### config.mk
export PLATFORM = sky130hd
export DESIGN_NAME = remote_comm
export DESIGN_NICKNAME = d
export VERILOG_FILES = /design/src/rtl/kt_comm_pkg.sv /design/src/rtl/UART_rx.sv /design/src/rtl/UART_tx.sv /design/src/rtl/remote_comm.sv
export SDC_FILE = /design/constraint.sdc
export NUM_CORES = 1
export LEC_CHECK = 0
export ABC_AREA = 1
export CAP_MARGIN = 0
export CORE_ASPECT_RATIO = 1.5
export CORE_UTILIZATION = 48
export DETAILED_ROUTE_END_ITERATION = 6
export PLACE_DENSITY = 0.78
export SYNTH_ARGS = -nofsm -noshare
export SYNTH_HDL_FRONTEND = slang
export SYNTH_SLANG_ARGS = --single-unit
### constraint.sdc
create_clock -name clk -period 1.79 [get_ports clk]
set_input_delay 0.179 -clock clk [delete_from_list [all_inputs] [get_ports clk]]
set_output_delay 0.179 -clock clk [all_outputs]
set_load 0.01 [all_outputs]
### src/rtl/kt_comm_pkg.sv
// Shared types and constants for the Knight's Tour host/robot serial link.
package kt_comm_pkg;

    typedef enum logic [1:0] {
        IDLE = 2'd0,
        HIGH = 2'd1,
        LOW  = 2'd2,
        WAIT = 2'd3
    } state_t;

    localparam int          BAUD_DIV      = 2604;
    localparam logic [7:0]  ACK_BYTE_DFLT = 8'hA5;

endpackage

### src/rtl/UART_rx.sv
// 8N1 UART receiver; rdy holds until clr_rdy, sampling at mid-bit.
module UART_rx
    import kt_comm_pkg::*;
#(
    parameter int CLKS_PER_BIT = BAUD_DIV
) (
    input  logic       clk,
    input  logic       rst_n,
    input  logic       RX,
    input  logic       clr_rdy,
    output logic [7:0] rx_data,
    output logic       rdy
);

    logic        rx_meta_q, rx_sync_q;
    logic [7:0]  shift_q, shift_d;
    logic [15:0] baud_q, baud_d;
    logic [3:0]  bit_q, bit_d;
    logic        act_q, act_d;
    logic        rdy_q, rdy_d;

    always_comb begin
        shift_d = shift_q;
        baud_d  = baud_q;
        bit_d   = bit_q;
        act_d   = act_q;
        rdy_d   = rdy_q;
        if (clr_rdy) rdy_d = 1'b0;
        if (!act_q) begin
            if (!rx_sync_q) begin
                // first sample lands mid bit 0, one and a half bits after the start edge
                act_d  = 1'b1;
                baud_d = 16'(CLKS_PER_BIT + CLKS_PER_BIT / 2 - 1);
                bit_d  = 4'd0;
            end
        end else if (baud_q != 16'd0) begin
            baud_d = baud_q - 16'd1;
        end else if (bit_q == 4'd8) begin
            act_d = 1'b0;
            rdy_d = 1'b1;
        end else begin
            shift_d = {rx_sync_q, shift_q[7:1]};
            bit_d   = bit_q + 4'd1;
            baud_d  = 16'(CLKS_PER_BIT - 1);
        end
    end

    always_ff @(posedge clk or negedge rst_n) begin
        if (!rst_n) begin
            rx_meta_q <= 1'b1;
            rx_sync_q <= 1'b1;
            shift_q   <= '0;
            baud_q    <= '0;
            bit_q     <= '0;
            act_q     <= 1'b0;
            rdy_q     <= 1'b0;
        end else begin
            rx_meta_q <= RX;
            rx_sync_q <= rx_meta_q;
            shift_q   <= shift_d;
            baud_q    <= baud_d;
            bit_q     <= bit_d;
            act_q     <= act_d;
            rdy_q     <= rdy_d;
        end
    end

    assign rx_data = shift_q;
    assign rdy     = rdy_q;

endmodule

### src/rtl/UART_tx.sv
// 8N1 UART transmitter; tx_done is a one-cycle pulse at the end of the stop bit.
module UART_tx
    import kt_comm_pkg::*;
#(
    parameter int CLKS_PER_BIT = BAUD_DIV
) (
    input  logic       clk,
    input  logic       rst_n,
    input  logic       trmt,
    input  logic [7:0] tx_data,
    output logic       TX,
    output logic       tx_done
);

    logic [8:0]  shift_q, shift_d;
    logic [15:0] baud_q, baud_d;
    logic [3:0]  bit_q, bit_d;
    logic        act_q, act_d;
    logic        done_q, done_d;

    always_comb begin
        shift_d = shift_q;
        baud_d  = baud_q;
        bit_d   = bit_q;
        act_d   = act_q;
        done_d  = 1'b0;
        if (!act_q) begin
            if (trmt) begin
                shift_d = {tx_data, 1'b0};
                baud_d  = 16'(CLKS_PER_BIT - 1);
                bit_d   = 4'd0;
                act_d   = 1'b1;
            end
        end else if (baud_q != 16'd0) begin
            baud_d = baud_q - 16'd1;
        end else if (bit_q == 4'd9) begin
            act_d  = 1'b0;
            done_d = 1'b1;
        end else begin
            // ones shifted in form the stop bit and leave the line idling high
            shift_d = {1'b1, shift_q[8:1]};
            bit_d   = bit_q + 4'd1;
            baud_d  = 16'(CLKS_PER_BIT - 1);
        end
    end

    always_ff @(posedge clk or negedge rst_n) begin
        if (!rst_n) begin
            shift_q <= '1;
            baud_q  <= '0;
            bit_q   <= '0;
            act_q   <= 1'b0;
            done_q  <= 1'b0;
        end else begin
            shift_q <= shift_d;
            baud_q  <= baud_d;
            bit_q   <= bit_d;
            act_q   <= act_d;
            done_q  <= done_d;
        end
    end

    assign TX      = shift_q[0];
    assign tx_done = done_q;

endmodule

### src/rtl/remote_comm.sv
// Host-side command sender: sends a 16-bit command as two UART bytes (high first)
// and waits for a one-byte response from the robot, flagging a timeout if none.
//
//  state | meaning
//  IDLE  | waiting for snd_cmd; stray RX bytes are discarded
//  HIGH  | high byte on the wire
//  LOW   | low byte on the wire
//  WAIT  | command sent, waiting for response byte or timeout
module remote_comm
    import kt_comm_pkg::*;
#(
    parameter logic [23:0] TIMEOUT_CLKS = 24'd5_000_000,
    parameter logic [7:0]  ACK_BYTE     = ACK_BYTE_DFLT,
    parameter int          CLKS_PER_BIT = BAUD_DIV
) (
    input  logic        clk,
    input  logic        rst_n,
    input  logic [15:0] cmd,
    input  logic        snd_cmd,
    output logic        TX,
    input  logic        RX,
    output logic        busy,
    output logic        cmd_sent,
    output logic        resp_rdy,
    output logic [7:0]  resp,
    output logic        ack,
    output logic        resp_timeout,
    input  logic        clr_resp_rdy
);

    state_t      state_q, state_d;
    logic [7:0]  low_byte_q, low_byte_d;
    logic [7:0]  resp_q, resp_d;
    logic [23:0] tmo_cnt_q, tmo_cnt_d;
    logic        cmd_sent_q, cmd_sent_d;
    logic        resp_rdy_q, resp_rdy_d;
    logic        resp_timeout_q, resp_timeout_d;

    logic        trmt, tx_done, sel_low;
    logic [7:0]  tx_data, rx_data;
    logic        rx_rdy, clr_rdy;

    UART_tx #(.CLKS_PER_BIT(CLKS_PER_BIT)) u_tx (
        .clk     (clk),
        .rst_n   (rst_n),
        .trmt    (trmt),
        .tx_data (tx_data),
        .TX      (TX),
        .tx_done (tx_done)
    );

    UART_rx #(.CLKS_PER_BIT(CLKS_PER_BIT)) u_rx (
        .clk     (clk),
        .rst_n   (rst_n),
        .RX      (RX),
        .clr_rdy (clr_rdy),
        .rx_data (rx_data),
        .rdy     (rx_rdy)
    );

    assign tx_data = sel_low ? low_byte_q : cmd[15:8];

    always_comb begin
        state_d        = state_q;
        low_byte_d     = low_byte_q;
        resp_d         = resp_q;
        tmo_cnt_d      = tmo_cnt_q;
        cmd_sent_d     = cmd_sent_q;
        resp_rdy_d     = resp_rdy_q;
        resp_timeout_d = resp_timeout_q;
        trmt           = 1'b0;
        sel_low        = 1'b0;
        clr_rdy        = 1'b0;
        if (clr_resp_rdy) resp_rdy_d = 1'b0;
        case (state_q)
            IDLE: begin
                clr_rdy = rx_rdy;
                if (snd_cmd) begin
                    low_byte_d     = cmd[7:0];
                    trmt           = 1'b1;
                    cmd_sent_d     = 1'b0;
                    resp_rdy_d     = 1'b0;
                    resp_timeout_d = 1'b0;
                    state_d        = HIGH;
                end
            end
            HIGH: begin
                clr_rdy = rx_rdy;
                if (tx_done) begin
                    trmt    = 1'b1;
                    sel_low = 1'b1;
                    state_d = LOW;
                end
            end
            LOW: begin
                clr_rdy = rx_rdy;
                if (tx_done) begin
                    cmd_sent_d = 1'b1;
                    tmo_cnt_d  = '0;
                    state_d    = WAIT;
                end
            end
            WAIT: begin
                // a byte arriving on the expiry cycle still counts as a response
                if (rx_rdy) begin
                    resp_d     = rx_data;
                    resp_rdy_d = 1'b1;
                    clr_rdy    = 1'b1;
                    state_d    = IDLE;
                end else if (tmo_cnt_q == TIMEOUT_CLKS - 24'd1) begin
                    resp_timeout_d = 1'b1;
                    state_d        = IDLE;
                end else if (tmo_cnt_q != '1) begin
                    tmo_cnt_d = tmo_cnt_q + 24'd1;
                end
            end
            default: state_d = IDLE;
        endcase
    end

    always_ff @(posedge clk or negedge rst_n) begin
        if (!rst_n) begin
            state_q        <= IDLE;
            low_byte_q     <= '0;
            resp_q         <= '0;
            tmo_cnt_q      <= '0;
            cmd_sent_q     <= 1'b0;
            resp_rdy_q     <= 1'b0;
            resp_timeout_q <= 1'b0;
        end else begin
            state_q        <= state_d;
            low_byte_q     <= low_byte_d;
            resp_q         <= resp_d;
            tmo_cnt_q      <= tmo_cnt_d;
            cmd_sent_q     <= cmd_sent_d;
            resp_rdy_q     <= resp_rdy_d;
            resp_timeout_q <= resp_timeout_d;
        end
    end

    assign busy         = (state_q != IDLE);
    assign cmd_sent     = cmd_sent_q;
    assign resp_rdy     = resp_rdy_q;
    assign resp         = resp_q;
    assign resp_timeout = resp_timeout_q;
    assign ack          = resp_rdy_q && (resp_q == ACK_BYTE);

endmodule

==> flow_metrics.py <==
metrics = {
    "cells_and_area": {
        "drive_gt1_frac": 0.1755,
        "area.growth.synth_to_final_pct": 21.02,
        "antenna_cells": 0,
        "layout.nets": 974,
    },
    "placed_design": {
        "routabilityCongestion": 0.9203,
        "place.port_buffers": 34,
        "hpwl_um": 10540,
    },
    "logic_synthesis": {
        "ys_types": 44,
        "yosysMostFrequentCell": "nand2_1",
        "netlist_top_cells_count": "269 x nand2_1, 109 x nor2_1, 97 x dfrtp_1",
        "synth_compound_area_frac": 0.07862,
        "ys.flop_type": "dfrtp_1",
        "synth.area.top_cells": "dfrtp_1 38%, nand2_1 16%, nor2_1 6.4%, nand3_1 5.2%, inv_1 4.9%",
        "netlist.area_leader.share": 0.3794,
        "synth-xor-area-share": 0.01917,
        "synth.avg_cell_area_um2": 7.430,
        "syn_nets": 894,
        "async_flop_share": 1.000,
        "synth-simple-area-share": 0.3597,
        "synth_edf_count": 0,
        "muxShareOfSynthArea": 0.01741,
        "synth_top_family_by_area": "simple AND/OR/NAND/NOR gates",
        "synth-seq-area-share": 0.4246,
        "synth_seq_cells": 108,
        "yosys.area.top_type": "dfrtp_1",
        "syn_inst": 861,
        "syn-cell-area_um2": 6397,
        "synthAdderAreaFrac": 0.02347,
        "synth_warnings": 0,
    },
    "power": {
        "p_seq_frac": 0.410,
        "p_sw_mw": 2.881,
        "p_int_mw": 5.173,
        "clockPowerShare": 0.260,
        "combinationalPowerShare": 0.331,
        "power.density_nw_per_um2": 1040,
        "ir_worst_vdd_v": 0.0006502,
        "switching_share": 0.3577,
        "leakagePower_nw": 3.524,
        "fin_total_pwr_mw": 8.054,
    },
    "critical_path": {
        "critPathCaptureType": "flip-flop",
        "cp_slowest_stage_delay_ps": 470,
        "path_class": "reg2reg",
        "cpMostUsedCell": "nand2_1",
        "cp_num_buf_inv": 1,
        "cp_top_family": "simple AND/OR/NAND/NOR gates",
        "rr_startpoint": "tmo_cnt_q[19]",
        "rrSetupSlack_ps": 40,
        "crit_slowest_cell": "dfrtp_1",
        "cp_max_fo": 12,
        "critPathArrivalTime_ps": 1990,
        "rr_worst_depth": 8,
        "path_depth": 8,
        "crit_chain": "nand2_1 > nor2_1 > nand3_1 > nor2_4 > nor2_4 > buf_12 > nand2_1 > nand2_1",
        "cp-start-kind": "flip-flop",
        "rr_endpoint": "tmo_cnt_q[17]",
        "cp.required_ps": 2030,
    },
    "sta": {
        "setup_violations": 0,
        "hold_slack_ps": 233.0,
        "max_slew_margin": 0.7193,
        "fin_skew_ps": 9.275,
        "slew_violations": 0,
        "tightest_slew_ps": 419.4,
        "hold_viol_final": 0,
        "fin_crit_ps": 1750,
        "min_period_over_period": 0.9776,
        "fmax_mhz": 571.5,
    },
    "detailed_routing": {
        "post_drt_via_cell_ratio": 5.374,
        "drc": 0,
        "ant_nets": 0,
        "drt-initial-drc-count": 322,
        "dr.pass1.iters": 5,
        "routed_wl_um": 15610,
        "wl_per_cell_um": 14.13,
        "vias": 5938,
    },
    "die": {
        "dieArea_um2": 13800,
        "die_w_um": 96.26,
        "start_util": 0.4914,
        "core.rowCount": 51,
        "core-area_um2": 13020,
        "io_pins": 35,
        "die_y_um": 143.4,
    },
    "clock_tree": {
        "cts_tree": "yes",
        "cts.sinks": 108,
        "cts_buffers": 9,
        "cts.htree.levels": 3,
        "path_clk_slew_ps": 80,
        "clk_latency_ps": 350,
        "clockBufferDepth": 2,
        "clockRootBuffer": "clkbuf_16",
    },
    "worst_hold_path": {
        "hold_class": "in2reg",
        "hold_end": "u_rx.rx_meta_q",
        "whs_path_depth": 1,
        "min_from": "RX",
    },
    "grt": {
        "first_global_vias": 5626,
        "grt_max_degree": 45,
        "gr-total-overflow": 0,
        "grt_antenna_before_repair": 0,
        "grtUsageTotal": 0.2309,
        "grt_pass1_wl_um": 24920,
    },
    "flow_run": {
        "maxCapViolations": 0,
    },
    "run_status": {
        "status": "complete, no violations",
    },
}
[cells in the final DEF (no fill, tap or decap), types with 12 or more instances in the layout]
cell type / synthesis / layout
buf_4: 1 / 46
clkdlybuf4s50_1: 0 / 31
dfrtp_1: 97 / 97
inv_1: 84 / 83
nand2_1: 269 / 266
nand2_2: 12 / 12
nand3_1: 67 / 65
nand4_1: 15 / 15
nor2_1: 109 / 104
o21ai_0: 52 / 52
xor2_1: 12 / 12
[stage by stage]
stage | cells | TNS, ps | instance area, µm² | util | setup slack [ps]
after floorplan | 861 | 0 | 6397 | - | 112.4
after global placement | 1070 | -82.86 | 7089 | 0.5446 | -10.14
after detailed placement | 1070 | -1704 | 7089 | 0.5446 | -97.02
after CTS | 1091 | 0 | 7453 | 0.5726 | 4.822
after global routing | 1105 | -575.6 | 7742 | 0.5948 | -47.69
final | 1105 | 0 | 7742 | 0.5948 | 40.10
[sequential cells by signal, indices dropped and copies added, names as in the netlist, 2 cells and up]
register      count
u_rx.rx_data      8
low_byte_q        8
state_q           2
tmo_cnt_q        24
u_rx.bit_q        4
u_tx.shift_q      9
u_rx.baud_q      16
resp              8
u_tx.bit_q        4
u_tx.baud_q      16
[logic make-up after synthesis]
group                    Yosys count
buffers and inverters            112
adder cells (fa/ha/maj)           12
AO/OA/AOI/OAI                     90
AND/OR/NAND/NOR                  515
XOR/XNOR                          14
multiplexers                      10
flip-flops                       108
[worst max-delay path by stage]
stage | end | slack [ps] | startpoint
2_1_floorplan | u_tx.baud_q[9] | 110 | u_tx.baud_q[0]
3_3_place_gp | tmo_cnt_q[21] | -10 | state_q[0]
3_5_place_dp | tmo_cnt_q[2] | -100 | state_q[0]
4_1_cts | u_rx.bit_q[1] | 5 | u_rx.baud_q[1]
5_1_grt | tmo_cnt_q[23] | -50 | tmo_cnt_q[0]
6_report | tmo_cnt_q[17] | 40 | tmo_cnt_q[19]
[power by group through the flow]
stage / sequential (mW) / clock [mW] / combinational, mW
3_5_place_dp: 3.33 / 0 / 2.20
5_1_grt: 3.35 / 2.22 / 2.96
6_report: 3.30 / 2.09 / 2.66
4_1_cts: 3.28 / 2.12 / 2.34
2_1_floorplan: 3.24 / 0 / 1.72
3_3_place_gp: 3.31 / 0 / 2.13
[timing repair]
item                       CTS  global route
cloned                       2             2
gates resized for setup      4            36
hold endpoints to repair    26             0
setup endpoints to repair   26            73
setup buffers                2            12
pin swaps                    0            10
hold buffers                 1             0
[metal layers]
metal / global-route usage / part of all wire / vias to the layer above
li1: - / - / 2915
met1: 0.2595 / 0.40 / 2800
met2: 0.4095 / 0.52 / 169
met3: 0.03598 / 0.036 / 54
met4: 0.1241 / 0.042 / 0
met5: 0 / 0 / -
[layout make-up]
cell class / instances / area, µm²
multi-input combinational: 645 / 3377
sequential: 108 / 2716
clock inverter: 6 / 83.83
clock buffer: 10 / 229.0
timing repair buffer: 87 / 797.0
tap: 159 / 198.9
inverter: 90 / 340.3
fill: 1144 / 5275
Note: power is estimated with default switching activity, not from simulation.
